===== config.mk =====
export PLATFORM = sky130hd
export DESIGN_NAME = isp_test_pattern_gen
export DESIGN_NICKNAME = d
export VERILOG_FILES = /design/src/rtl/isp_stream_pkg.sv /design/src/rtl/tpg_pixel_color.sv /design/src/rtl/isp_test_pattern_gen.sv
export SDC_FILE = /design/constraint.sdc
export NUM_CORES = 1
export LEC_CHECK = 0
export ABC_CLOCK_PERIOD_IN_PS = 8100
export CELL_PAD_IN_SITES_DETAIL_PLACEMENT = 2
export CELL_PAD_IN_SITES_GLOBAL_PLACEMENT = 2
export CORE_ASPECT_RATIO = 1.5
export CORE_UTILIZATION = 33
export DETAILED_ROUTE_END_ITERATION = 12
export PLACE_DENSITY_LB_ADDON = 0.1
export SLEW_MARGIN = 15
export SYNTH_ARGS = -nofsm -noshare
export SYNTH_HDL_FRONTEND = slang
export SYNTH_SLANG_ARGS = --single-unit

===== constraint.sdc =====
create_clock -name clk -period 8.1 [get_ports clk]
set_clock_uncertainty 0.2 [all_clocks]
set_input_delay 2.43 -clock clk [delete_from_list [all_inputs] [get_ports clk]]
set_output_delay 2.43 -clock clk [all_outputs]
set_load 0.1 [all_outputs]

===== src/rtl/isp_stream_pkg.sv =====
// Shared definitions for the ISP pixel stream: user-bit positions, test pattern codes,
// generator FSM states and the colour-bar lookup.
package isp_stream_pkg;

  localparam int USER_SOF = 0;
  localparam int USER_EOL = 1;
  localparam int USER_EOF = 2;

  typedef enum logic [1:0] {
    PAT_BARS     = 2'd0,
    PAT_SOLID    = 2'd1,
    PAT_CHECKER  = 2'd2,
    PAT_GRADIENT = 2'd3
  } tpg_pattern_e;

  typedef enum logic [1:0] {
    ST_IDLE   = 2'd0,
    ST_ACTIVE = 2'd1,
    ST_VBLANK = 2'd2
  } tpg_state_e;

  // Per-channel on/off flags {R,G,B} for bars white..black, left to right.
  function automatic logic [2:0] bar_rgb_on(input logic [2:0] idx);
    logic [2:0] on;
    case (idx)
      3'd0:    on = 3'b111;
      3'd1:    on = 3'b110;
      3'd2:    on = 3'b011;
      3'd3:    on = 3'b010;
      3'd4:    on = 3'b101;
      3'd5:    on = 3'b100;
      3'd6:    on = 3'b001;
      default: on = 3'b000;
    endcase
    return on;
  endfunction

endpackage


===== src/rtl/tpg_pixel_color.sv =====
// Combinational colour lookup for one pixel of the test pattern generator.
// Gradient is only built with ISP_TPG_GRADIENT_EN; otherwise pattern 3 falls back to colour bars.
module tpg_pixel_color
  import isp_stream_pkg::*;
#(
  parameter int COLOR_DEPTH = 8,
  parameter int DIM_W       = 12
) (
  input  logic [DIM_W-1:0]         x,
  input  logic [DIM_W-1:0]         y,
  input  logic [2:0]               bar_idx,
  input  tpg_pattern_e             pattern,
  input  logic [3*COLOR_DEPTH-1:0] color,
  output logic [3*COLOR_DEPTH-1:0] rgb
);

  logic [2:0]               bar_on_s;
  logic [3*COLOR_DEPTH-1:0] bar_rgb_s;
  logic                     unused_s;

  assign bar_on_s  = bar_rgb_on(bar_idx);
  assign bar_rgb_s = {{COLOR_DEPTH{bar_on_s[2]}}, {COLOR_DEPTH{bar_on_s[1]}}, {COLOR_DEPTH{bar_on_s[0]}}};
  assign unused_s  = ^{x, y};

  always_comb begin
    rgb = '0;
    case (pattern)
      PAT_SOLID:    rgb = color;
      PAT_CHECKER:  rgb = (x[3] ^ y[3]) ? {(3*COLOR_DEPTH){1'b1}} : {(3*COLOR_DEPTH){1'b0}};
`ifdef ISP_TPG_GRADIENT_EN
      PAT_GRADIENT: rgb = {3{x[COLOR_DEPTH-1:0]}};
`endif
      default:      rgb = bar_rgb_s;
    endcase
  end

endmodule


===== src/rtl/isp_test_pattern_gen.sv =====
// RGB test-frame source driving the ISP valid/ready pixel stream; all outputs registered.
// Optional gradient pattern enabled by defining ISP_TPG_GRADIENT_EN.
module isp_test_pattern_gen
  import isp_stream_pkg::*;
#(
  parameter int COLOR_DEPTH = 8,
  parameter int DIM_W       = 12
) (
  input  logic                     clk,
  input  logic                     reset,
  input  logic                     enable,
  input  logic [DIM_W-1:0]         cfg_width,
  input  logic [DIM_W-1:0]         cfg_height,
  input  logic [15:0]              cfg_vblank,
  input  logic [1:0]               cfg_pattern,
  input  logic [3*COLOR_DEPTH-1:0] cfg_color,
  output logic                     out_valid,
  output logic [COLOR_DEPTH-1:0]   out_data [3],
  output logic [7:0]               out_user,
  input  logic                     in_ready,
  output logic                     busy,
  output logic [15:0]              frame_cnt
);

  localparam int RGB_W = 3 * COLOR_DEPTH;

  tpg_state_e         state_q, state_d;
  logic [DIM_W-1:0]   x_q, x_d, y_q, y_d, w_q, w_d, h_q, h_d, bar_cnt_q, bar_cnt_d;
  logic [2:0]         bar_idx_q, bar_idx_d;
  logic [15:0]        vblank_q, vblank_d, blank_cnt_q, blank_cnt_d, frame_cnt_q, frame_cnt_d;
  tpg_pattern_e       pattern_q, pattern_d;
  logic [RGB_W-1:0]   color_q, color_d, out_rgb_q, out_rgb_d, pix_rgb_s;
  logic [7:0]         out_user_q, out_user_d;
  logic               out_valid_q, out_valid_d, busy_q, busy_d;
  logic               xfer_s, eof_xfer_s, blank_done_s, start_s, step_s, line_last_s, bar_last_s;
  logic [DIM_W-1:0]   w_eff_s, h_eff_s;

  assign xfer_s       = out_valid_q && in_ready;
  assign eof_xfer_s   = xfer_s && out_user_q[USER_EOF];
  assign blank_done_s = (blank_cnt_q == vblank_q);
  assign w_eff_s      = (cfg_width < DIM_W'(8)) ? DIM_W'(8) : cfg_width;
  assign h_eff_s      = (cfg_height == '0) ? DIM_W'(1) : cfg_height;
  assign line_last_s  = (x_q == (w_q - DIM_W'(1)));
  assign bar_last_s   = (bar_cnt_q == ((w_q >> 2'd3) - DIM_W'(1)));

  // Next-state logic
  always_comb begin
    state_d = state_q;
    case (state_q)
      ST_IDLE: begin
        if (enable) state_d = ST_ACTIVE;
        else        state_d = ST_IDLE;
      end
      ST_ACTIVE: begin
        if (eof_xfer_s && (vblank_q != 16'd0)) state_d = ST_VBLANK;
        else if (eof_xfer_s)                   state_d = enable ? ST_ACTIVE : ST_IDLE;
        else                                   state_d = ST_ACTIVE;
      end
      ST_VBLANK: begin
        if (blank_done_s) state_d = enable ? ST_ACTIVE : ST_IDLE;
        else              state_d = ST_VBLANK;
      end
      default: state_d = ST_IDLE;
    endcase
  end

  // A new frame starts whenever we enter ACTIVE, including back-to-back with zero blanking.
  assign start_s = (state_d == ST_ACTIVE) && ((state_q != ST_ACTIVE) || eof_xfer_s);
  assign step_s  = (state_q == ST_ACTIVE) && xfer_s && !out_user_q[USER_EOF];

  // Coordinates and frame configuration of the pixel to be presented next
  always_comb begin
    w_d = w_q; h_d = h_q; vblank_d = vblank_q; pattern_d = pattern_q; color_d = color_q;
    x_d = x_q; y_d = y_q; bar_idx_d = bar_idx_q; bar_cnt_d = bar_cnt_q;
    if (start_s) begin
      w_d = w_eff_s; h_d = h_eff_s; vblank_d = cfg_vblank;
      pattern_d = tpg_pattern_e'(cfg_pattern); color_d = cfg_color;
      x_d = '0; y_d = '0; bar_idx_d = 3'd0; bar_cnt_d = '0;
    end else if (step_s) begin
      if (line_last_s) begin
        x_d = '0; y_d = y_q + DIM_W'(1); bar_idx_d = 3'd0; bar_cnt_d = '0;
      end else if (bar_last_s) begin
        x_d = x_q + DIM_W'(1); bar_cnt_d = '0;
        bar_idx_d = (bar_idx_q == 3'd7) ? 3'd7 : bar_idx_q + 3'd1;
      end else begin
        x_d = x_q + DIM_W'(1); bar_cnt_d = bar_cnt_q + DIM_W'(1);
      end
    end else begin
      x_d = x_q;
    end
  end

  tpg_pixel_color #(
    .COLOR_DEPTH (COLOR_DEPTH),
    .DIM_W       (DIM_W)
  ) u_pixel_color (
    .x       (x_d),
    .y       (y_d),
    .bar_idx (bar_idx_d),
    .pattern (pattern_d),
    .color   (color_d),
    .rgb     (pix_rgb_s)
  );

  // Output stage, blanking and frame counters
  always_comb begin
    out_valid_d = out_valid_q; out_rgb_d = out_rgb_q; out_user_d = out_user_q;
    if (start_s || step_s) begin
      out_valid_d = 1'b1;
      out_rgb_d   = pix_rgb_s;
      out_user_d  = 8'd0;
      out_user_d[USER_SOF] = (x_d == '0) && (y_d == '0);
      out_user_d[USER_EOL] = (x_d == (w_d - DIM_W'(1)));
      out_user_d[USER_EOF] = (x_d == (w_d - DIM_W'(1))) && (y_d == (h_d - DIM_W'(1)));
    end else if (xfer_s) begin
      out_valid_d = 1'b0;
      out_user_d  = 8'd0;
    end else begin
      out_valid_d = out_valid_q;
    end
    if ((state_q == ST_ACTIVE) && eof_xfer_s)       blank_cnt_d = 16'd1;
    else if ((state_q == ST_VBLANK) && !blank_done_s) blank_cnt_d = blank_cnt_q + 16'd1;
    else                                             blank_cnt_d = blank_cnt_q;
    if (eof_xfer_s) frame_cnt_d = frame_cnt_q + 16'd1;
    else            frame_cnt_d = frame_cnt_q;
    busy_d = (state_d != ST_IDLE);
  end

  // State register
  always_ff @(posedge clk) begin
    if (reset) state_q <= ST_IDLE;
    else       state_q <= state_d;
  end

  // Datapath and output registers
  always_ff @(posedge clk) begin
    if (reset) begin
      x_q <= '0; y_q <= '0; w_q <= DIM_W'(8); h_q <= DIM_W'(1); bar_cnt_q <= '0; bar_idx_q <= 3'd0;
      vblank_q <= 16'd0; blank_cnt_q <= 16'd0; frame_cnt_q <= 16'd0;
      pattern_q <= PAT_BARS; color_q <= '0; out_rgb_q <= '0; out_user_q <= 8'd0;
      out_valid_q <= 1'b0; busy_q <= 1'b0;
    end else begin
      x_q <= x_d; y_q <= y_d; w_q <= w_d; h_q <= h_d; bar_cnt_q <= bar_cnt_d; bar_idx_q <= bar_idx_d;
      vblank_q <= vblank_d; blank_cnt_q <= blank_cnt_d; frame_cnt_q <= frame_cnt_d;
      pattern_q <= pattern_d; color_q <= color_d; out_rgb_q <= out_rgb_d; out_user_q <= out_user_d;
      out_valid_q <= out_valid_d; busy_q <= busy_d;
    end
  end

  assign out_valid   = out_valid_q;
  assign out_data[2] = out_rgb_q[3*COLOR_DEPTH-1:2*COLOR_DEPTH];
  assign out_data[1] = out_rgb_q[2*COLOR_DEPTH-1:COLOR_DEPTH];
  assign out_data[0] = out_rgb_q[COLOR_DEPTH-1:0];
  assign out_user    = out_user_q;
  assign busy        = busy_q;
  assign frame_cnt   = frame_cnt_q;

endmodule

Word-level counts from Yosys, hierarchy flattened
Index checks and enable logic that the tools add are counted.
{ "classes": {"add_sub_neg": 10, "mul": 0, "n_div": 0, "order_cmp": 1, "n_eq_ne": 18, "shifts": 0, "n_mux": 33, "n_bitwise": 1, "n_reduce_logical": 25} }
{ "op_table": {"columns": ["operator", "n"], "rows": [
  ["$mux W12", 12],
  ["$eq A12 B12 Y1", 4],
  ["$mux W24", 2],
  ["$pmux W24 S2", 1],
  ["$add A12 B1 Y12 const B", 3],
  ["$logic_not A12 Y1", 3],
  ["$sub A12 B1 Y12 const B", 3],
  ["$add A16 B1 Y16 const B", 2],
  ["$mux W3", 7],
  ["$pmux W3 S7", 1],
  ["$eq A16 B16 Y1", 1],
  ["$reduce_bool A16 Y1", 1],
  ["$eq A3 B3 Y1 const B", 4],
  ["$lt A12 B4 Y1 const B", 1],
  ["$logic_and A1 B1 Y1", 10],
  ["$sub A9 B1 Y10 const B", 1],
  ["$mux W2", 4],
  ["$eq A2 B1 Y1 const B", 3],
  ["$eq A3 B2 Y1 const B", 2],
  ["$pmux W2 S3", 1],
  ["$reduce_bool A2 Y1", 3],
  ["$mux W1", 5],
  ["$eq A2 B2 Y1 const B", 2],
  ["$reduce_or A2 Y1", 2],
  ["other kinds (8)", 10]
]} }
{ "word_totals": {"ff_bits": 168, "latch_bits": 0, "ram_bits": 0, "rom_bits": 0, "input_bits": 70, "output_inout_bits": 50, "word_cells": 105, "memories": 0} }

Logic depth before layout (Yosys ltp)
{ "logic_depth": {"ltp_word": 12, "depth_mapped": 22, "mapped_depth_nobuf": 18} }

Cells and area by module
From an unflattened synthesis, not the netlist that was laid out.
{ "hier_totals": {"hier_cells": 1268, "area_unflattened_um2": 9716.8} }
{ "by_module_without_submodules": {"columns": ["mod", "instances", "cells_per_inst", "area_per_inst_um2", "seq_area_each_um2"], "rows": [
  ["isp_test_pattern_gen", 1, 1199, 9076.2, 3363.2],
  ["tpg_pixel_color", 1, 69, 640.6, 0.0]
]} }

Worst setup path after synthesis
No wires, ideal clock.
{ "synth_path": {"kind": "input -> register", "startpoint": "input port in_ready", "endpoint": "register out_user_q[2] (netlist: out_user[2])", "setup_time_ns": 0.058, "t_arrival_ns": 6.947, "path_slack_ns": 0.895, "path_stages": 21, "path_buffers": 4, "path_cell_list": "nand3_1 o31ai_1 and3_1 buf_2 clkbuf_1 buf_1 buf_1 nor2_1 a31oi_1 ha_1 or4b_1 nor2_1 xnor2_1 and3_1 a211o_1 a211oi_1 a21oi_1 a2111oi_0 o2111ai_1 nor4b_1 a21o_1"} }
{ "synth_between": {"elab_chain_cells": 12, "word_cells_on_any_way": 25} }
{ "synth_lines": {"columns": ["item", "line_no", "rtl"], "rows": [
  ["from (decl)", "isp_test_pattern_gen.sv:20", "input logic in_ready,"],
  ["$logic_and A1 B1 Y1 (*)", "isp_test_pattern_gen.sv:38", "assign xfer_s = out_valid_q && in_ready;"],
  ["$logic_and A1 B1 Y1", "isp_test_pattern_gen.sv:39", "assign eof_xfer_s = xfer_s && out_user_q[USER_EOF];"],
  ["$mux W2 / $logic_and A1 B1 Y1 (equally long branches)", "isp_test_pattern_gen.sv:56, isp_test_pattern_gen.sv:55", null],
  ["$mux W2", "isp_test_pattern_gen.sv:55", "if (eof_xfer_s && (vblank_q != 16'd0)) state_d = ST_VBLANK;"],
  ["$pmux W2 S3", "isp_test_pattern_gen.sv:49", "case (state_q)"],
  ["$eq A2 B1 Y1", "isp_test_pattern_gen.sv:68", "assign start_s = (state_d == ST_ACTIVE) && ((state_q != ST_ACTIVE) || eof_xfer_s);"],
  ["$logic_and A1 B1 Y1", "isp_test_pattern_gen.sv:68", null],
  ["$mux W12", "isp_test_pattern_gen.sv:75", "if (start_s) begin"],
  ["$sub A12 B1 Y12", "isp_test_pattern_gen.sv:114", "out_user_d[USER_EOF] = (x_d == (w_d - DIM_W'(1))) && (y_d == (h_d - DIM_W'(1)));"],
  ["$eq A12 B12 Y1", "isp_test_pattern_gen.sv:114", null],
  ["$logic_and A1 B1 Y1", "isp_test_pattern_gen.sv:114", null],
  ["$mux W3", "isp_test_pattern_gen.sv:108", "if (start_s || step_s) begin"],
  ["to (signal assigned)", "isp_test_pattern_gen.sv:145", "pattern_q <= pattern_d; color_q <= color_d; out_rgb_q <= out_rgb_d; out_user_q <= out_user_d;"],
  ["to (decl)", "isp_test_pattern_gen.sv:33", "logic [7:0] out_user_q, out_user_d;"]
]} }
Mark *: on every way between the ends. The rest lies on a longest branch, timed or not.
A chain may end at the register's enable or synchronous reset.

Final worst setup path
{ "layout_path": {"startpoint": "input port cfg_width[8]", "endpoint": "register out_user_q[2] (netlist: out_user[2])"} }
{ "layout_between": {"elab_chain_cells": 7} }
{ "layout_lines": {"columns": ["item", "line_no", "rtl"], "rows": [
  ["from (decl)", "isp_test_pattern_gen.sv:12", "input logic [DIM_W-1:0] cfg_width,"],
  ["$lt A12 B4 Y1", "isp_test_pattern_gen.sv:41", "assign w_eff_s = (cfg_width < DIM_W'(8)) ? DIM_W'(8) : cfg_width;"],
  ["$mux W12 (*)", "isp_test_pattern_gen.sv:41", null],
  ["$mux W12 (*)", "isp_test_pattern_gen.sv:75", null],
  ["$sub A12 B1 Y12 (*)", "isp_test_pattern_gen.sv:114", null],
  ["$eq A12 B12 Y1 (*)", "isp_test_pattern_gen.sv:114", null],
  ["$logic_and A1 B1 Y1 (*)", "isp_test_pattern_gen.sv:114", null],
  ["$mux W3 (*)", "isp_test_pattern_gen.sv:108", null]
]} }
Marked as above.

==> impl_metrics.xml <==
<?xml version="1.0" encoding="UTF-8"?>
<metrics>
  <group name="cells_and_area">
    <metric name="post-route-util" unit="%">40.5</metric>
    <metric name="area_added_between_synthesis_and_finish" unit="%">20.5</metric>
    <metric name="antenna_cells" unit="">0</metric>
    <metric name="layout.nets" unit="">1311</metric>
    <metric name="drive_above_1_share" unit="%">5.48</metric>
  </group>
  <group name="global_route">
    <metric name="antenna_found_initial" unit="">0</metric>
    <metric name="grt_util_all_layers" unit="%">22.5</metric>
    <metric name="wire_length_of_the_first_global_routing_pass" unit="µm">51000</metric>
    <metric name="grt-ovfl-total" unit="">0</metric>
    <metric name="grt_max_degree" unit="">64</metric>
    <metric name="first_global_vias" unit="">9579</metric>
  </group>
  <group name="clock_network">
    <metric name="cts_buffer_depth" unit="">2</metric>
    <metric name="cts.clk_slew.worst_paths" unit="ns">0.07</metric>
    <metric name="clock_sinks" unit="">168</metric>
    <metric name="cts_buffers" unit="">17</metric>
    <metric name="cts_resized" unit="">0</metric>
    <metric name="tritoncts_clock_tree" unit="">built</metric>
    <metric name="ctsRootBufferMaster" unit="">clkbuf_16</metric>
    <metric name="cts_setup_buffers" unit="">0</metric>
    <metric name="clock_insertion_delay_worst_skew" unit="ns">0.45</metric>
    <metric name="cts.hold.buffers_added" unit="">0</metric>
    <metric name="cts_max_level" unit="">4</metric>
  </group>
  <group name="worst_setup_path">
    <metric name="timing.critical_path.cells" unit="">clkdlybuf4s50_1, or4_1, nor2_1, nand3_1, nand2_1, nor2_1, a21oi_1, ha_1, or4b_1, nor2_1, xnor2_1, and3_1, a211o_1, a211oi_1, a21oi_1, a2111oi_0, o2111ai_1, nor4b_1, a21o_1</metric>
    <metric name="worstSetupEndpointType" unit="">register</metric>
    <metric name="worst-endpoint-required" unit="ns">8.30</metric>
    <metric name="timing.critical_path.slowest_stage_cell" unit="">or4_1</metric>
    <metric name="critPathLaunchType" unit="">input pin</metric>
    <metric name="worstPathMaxFanout" unit="">5</metric>
    <metric name="critPathKind" unit="">input pin to register</metric>
    <metric name="critPathMostFrequentCell" unit="">nor2_1</metric>
    <metric name="cell_class_contributing_the_biggest_share_of_worst_path_delay" unit="">simple AND/OR/NAND/NOR gates</metric>
    <metric name="worstPathArrival" unit="ns">7.39</metric>
    <metric name="crit_path_max_incr_delay" unit="ns">0.61</metric>
    <metric name="cp.buffers_inverters" unit="">1</metric>
  </group>
  <group name="synth">
    <metric name="ys_warn_count" unit="">0</metric>
    <metric name="yosysTopAreaCellShare" unit="%">35.8</metric>
    <metric name="asyncSetResetFlopFracSynth" unit="%">0</metric>
    <metric name="synth_area_leaders" unit="">dfxtp_1 (36%), xnor2_1 (8.0%), nor2_1 (5.8%)</metric>
    <metric name="post-synth-top-count-cell" unit="">dfxtp_1</metric>
    <metric name="synth_sequential_area_ratio" unit="%">35.8</metric>
    <metric name="synthDominantAreaCellType" unit="">dfxtp_1</metric>
    <metric name="syn_avg_cell_area" unit="µm²">8.19</metric>
    <metric name="synthCells" unit="">1147</metric>
    <metric name="synth-seq-cells" unit="">168</metric>
    <metric name="synthDistinctLibCells" unit="">77</metric>
    <metric name="synth_ff_type" unit="">dfxtp_1</metric>
    <metric name="synth_enable_flop_cells" unit="">0</metric>
    <metric name="synth_commonest_cells" unit="">dfxtp_1 (168), nor2_1 (144), nand2_1 (127)</metric>
    <metric name="mappedNetlistArea" unit="mm²">0.00940</metric>
  </group>
  <group name="drt">
    <metric name="final_antenna_net_count" unit="">0</metric>
    <metric name="drt-pass1-iter-count" unit="">4</metric>
    <metric name="detail_route.wl_per_cell" unit="µm">20.0</metric>
    <metric name="drt_iter0_drc" unit="">189</metric>
    <metric name="routed_wl" unit="µm">31700</metric>
    <metric name="routed-via-count" unit="">8699</metric>
    <metric name="drcViolationCount" unit="">0</metric>
    <metric name="routed_via_density" unit="">5.48</metric>
  </group>
  <group name="status">
    <metric name="status" unit="">completed</metric>
  </group>
  <group name="timing">
    <metric name="setup_tns" unit="ns">0</metric>
    <metric name="final_worst_hold_slack" unit="ns">0.282</metric>
    <metric name="final-setup-viol-count" unit="">0</metric>
    <metric name="final_critical_path_setup_slack" unit="ns">0.912</metric>
    <metric name="setup_repair_after_global_routing_missed_its_margin" unit="">no</metric>
    <metric name="hold_violations" unit="">0</metric>
    <metric name="max_clock_freq" unit="GHz">0.139</metric>
    <metric name="final.period_utilization" unit="%">88.7</metric>
    <metric name="timing.slew.headroom" unit="%">28.2</metric>
    <metric name="worst_slew_pin_slew" unit="ns">1.07</metric>
    <metric name="timing.final.crit_period" unit="ns">7.19</metric>
    <metric name="slew_violations" unit="">0</metric>
  </group>
  <group name="floorplanning">
    <metric name="initial_cell_density_of_the_core" unit="%">33.6</metric>
    <metric name="total_i_o_pin_count" unit="">120</metric>
    <metric name="fp.dieH" unit="µm">209</metric>
    <metric name="placement_rows" unit="">75</metric>
    <metric name="die_width" unit="µm">140</metric>
    <metric name="design.core.area" unit="mm²">0.0280</metric>
    <metric name="fp.dieArea" unit="mm²">0.0292</metric>
  </group>
  <group name="pwr">
    <metric name="ir_worst_vdd" unit="mV">0.153</metric>
    <metric name="total_power" unit="mW">2.17</metric>
    <metric name="power_leakage" unit="nW">4.09</metric>
    <metric name="power.density" unit="mW/mm²">192</metric>
  </group>
  <group name="place">
    <metric name="globalplace.congestion" unit="">0.816</metric>
    <metric name="io_buffers" unit="">114</metric>
    <metric name="dp_hpwl" unit="µm">23800</metric>
    <metric name="pre_cts_setup_slack" unit="ns">0.579</metric>
  </group>
  <group name="min_path">
    <metric name="min-delay-path-class" unit="">register to register</metric>
  </group>
  <group name="run">
    <metric name="max-cap-violations" unit="">0</metric>
  </group>
</metrics>
-- routing by layer --
layer / vias to the layer above / part of all wire [%] / track usage, % / wire length, µm
li1: 4175 / - / - / -
met2: 127 / 54 / 42.8 / 17200
met5: - / 0 / 0 / 0
met3: 58 / 2.7 / 3.53 / 862
met1: 4339 / 39 / 23.5 / 12500
met4: 0 / 3.6 / 11.1 / 1150
-- report_power, final --
part	internal, mW	switching, mW
combinational	0.169	0.323
clock	0.403	0.371
sequential	0.866	0.0404
-- kinds of logic (layout without fill, tap and decap cells) --
family | count (synthesis) | in the layout | synth area share, %
compound gates | 193 | 193 | 14.0
mux | 39 | 39 | 4.17
flops | 168 | 168 | 35.8
fa+ha+maj | 13 | 13 | 1.73
buf+inv | 83 | 173 | 3.79
xor+xnor | 132 | 132 | 12.5
simple gates | 518 | 518 | 28.0
other cells | 1 | 5 | 0.0399
-- state kept, by name, indices dropped and copies added, names as in the netlist --
| register | flops |
|---|---|
| bar_cnt_q | 12 |
| bar_idx_q | 3 |
| blank_cnt_q | 16 |
| busy | 1 |
| color_q | 24 |
| frame_cnt | 16 |
| h_q | 12 |
| out_rgb_q | 24 |
| out_user | 3 |
| out_valid | 1 |
| pattern_q | 2 |
| state_q | 2 |
| vblank_q | 16 |
| w_q | 12 |
| x_q | 12 |
| y_q | 12 |
-- final timing paths --
kind                             start                  endpoint  slack, ns  cells after the start
max                       cfg_width[8]  out_user[2]$_SDFFE_PP0P_       0.91                     19
min            bar_idx_q[1]$_SDFF_PP0_   bar_idx_q[1]$_SDFF_PP0_       0.28                      2
max reg2reg  vblank_q[10]$_SDFFE_PP0N_  out_user[2]$_SDFFE_PP0P_       2.71                     19
min reg2reg    bar_idx_q[1]$_SDFF_PP0_   bar_idx_q[1]$_SDFF_PP0_       0.28                      2
-- through the flow --
| step | std cells | cell area (µm²) |
|---|---|---|
| floorplan | 1151 | 9410 |
| global placement | 1555 | 10800 |
| detailed placement | 1555 | 10800 |
| CTS | 1587 | 11300 |
| global route | 1587 | 11300 |
| finish | 1587 | 11300 |
-- layout make-up --
type | count | area [µm²]
Timing Repair Buffer | 124 | 1210
Clock buffer | 19 | 443
Tap cell | 346 | 433
Multi-Input combinational cell | 900 | 5710
Sequential cell | 168 | 3360
Clock inverter | 13 | 96.3
Fill cell | 3210 | 16600
Inverter | 17 | 63.8
-- worst register-to-register path, delay by kind of cell (launching register included) --
kind,cells,cell delay (ns)
DFF,1,0.34
and+or+nand+nor,8,2.33
AOI/OAI and AO/OA,8,1.92
buffers and inverters,1,0.17
adders and majority gates,1,0.29
xor gates and xnor gates,1,0.10
-- placed cells by master (no fill, tap or decap), types with 4 or more instances in the layout --
cell	n
a2111oi_0	4
a211o_1	4
a211oi_1	7
a21oi_1	85
a31oi_1	6
and2_1	5
and3_1	23
and4_1	6
buf_4	11
clkbuf_16	17
clkdlybuf4s50_1	113
clkinv_2	5
conb_1	5
dfxtp_1	168
ha_1	13
inv_1	17
mux2i_1	38
nand2_1	127
nand2_2	4
nand2b_1	8
nand3_1	36
nand3b_1	5
nand4_1	19
nand4b_1	10
nor2_1	144
nor2b_1	32
nor3_1	25
nor3b_1	12
nor4_1	19
o211ai_1	7
o21ai_0	23
o221a_1	24
or2_2	5
or3_1	13
or4_1	6
xnor2_1	86
xor2_1	45
Note: power is estimated with default switching activity, not from simulation.
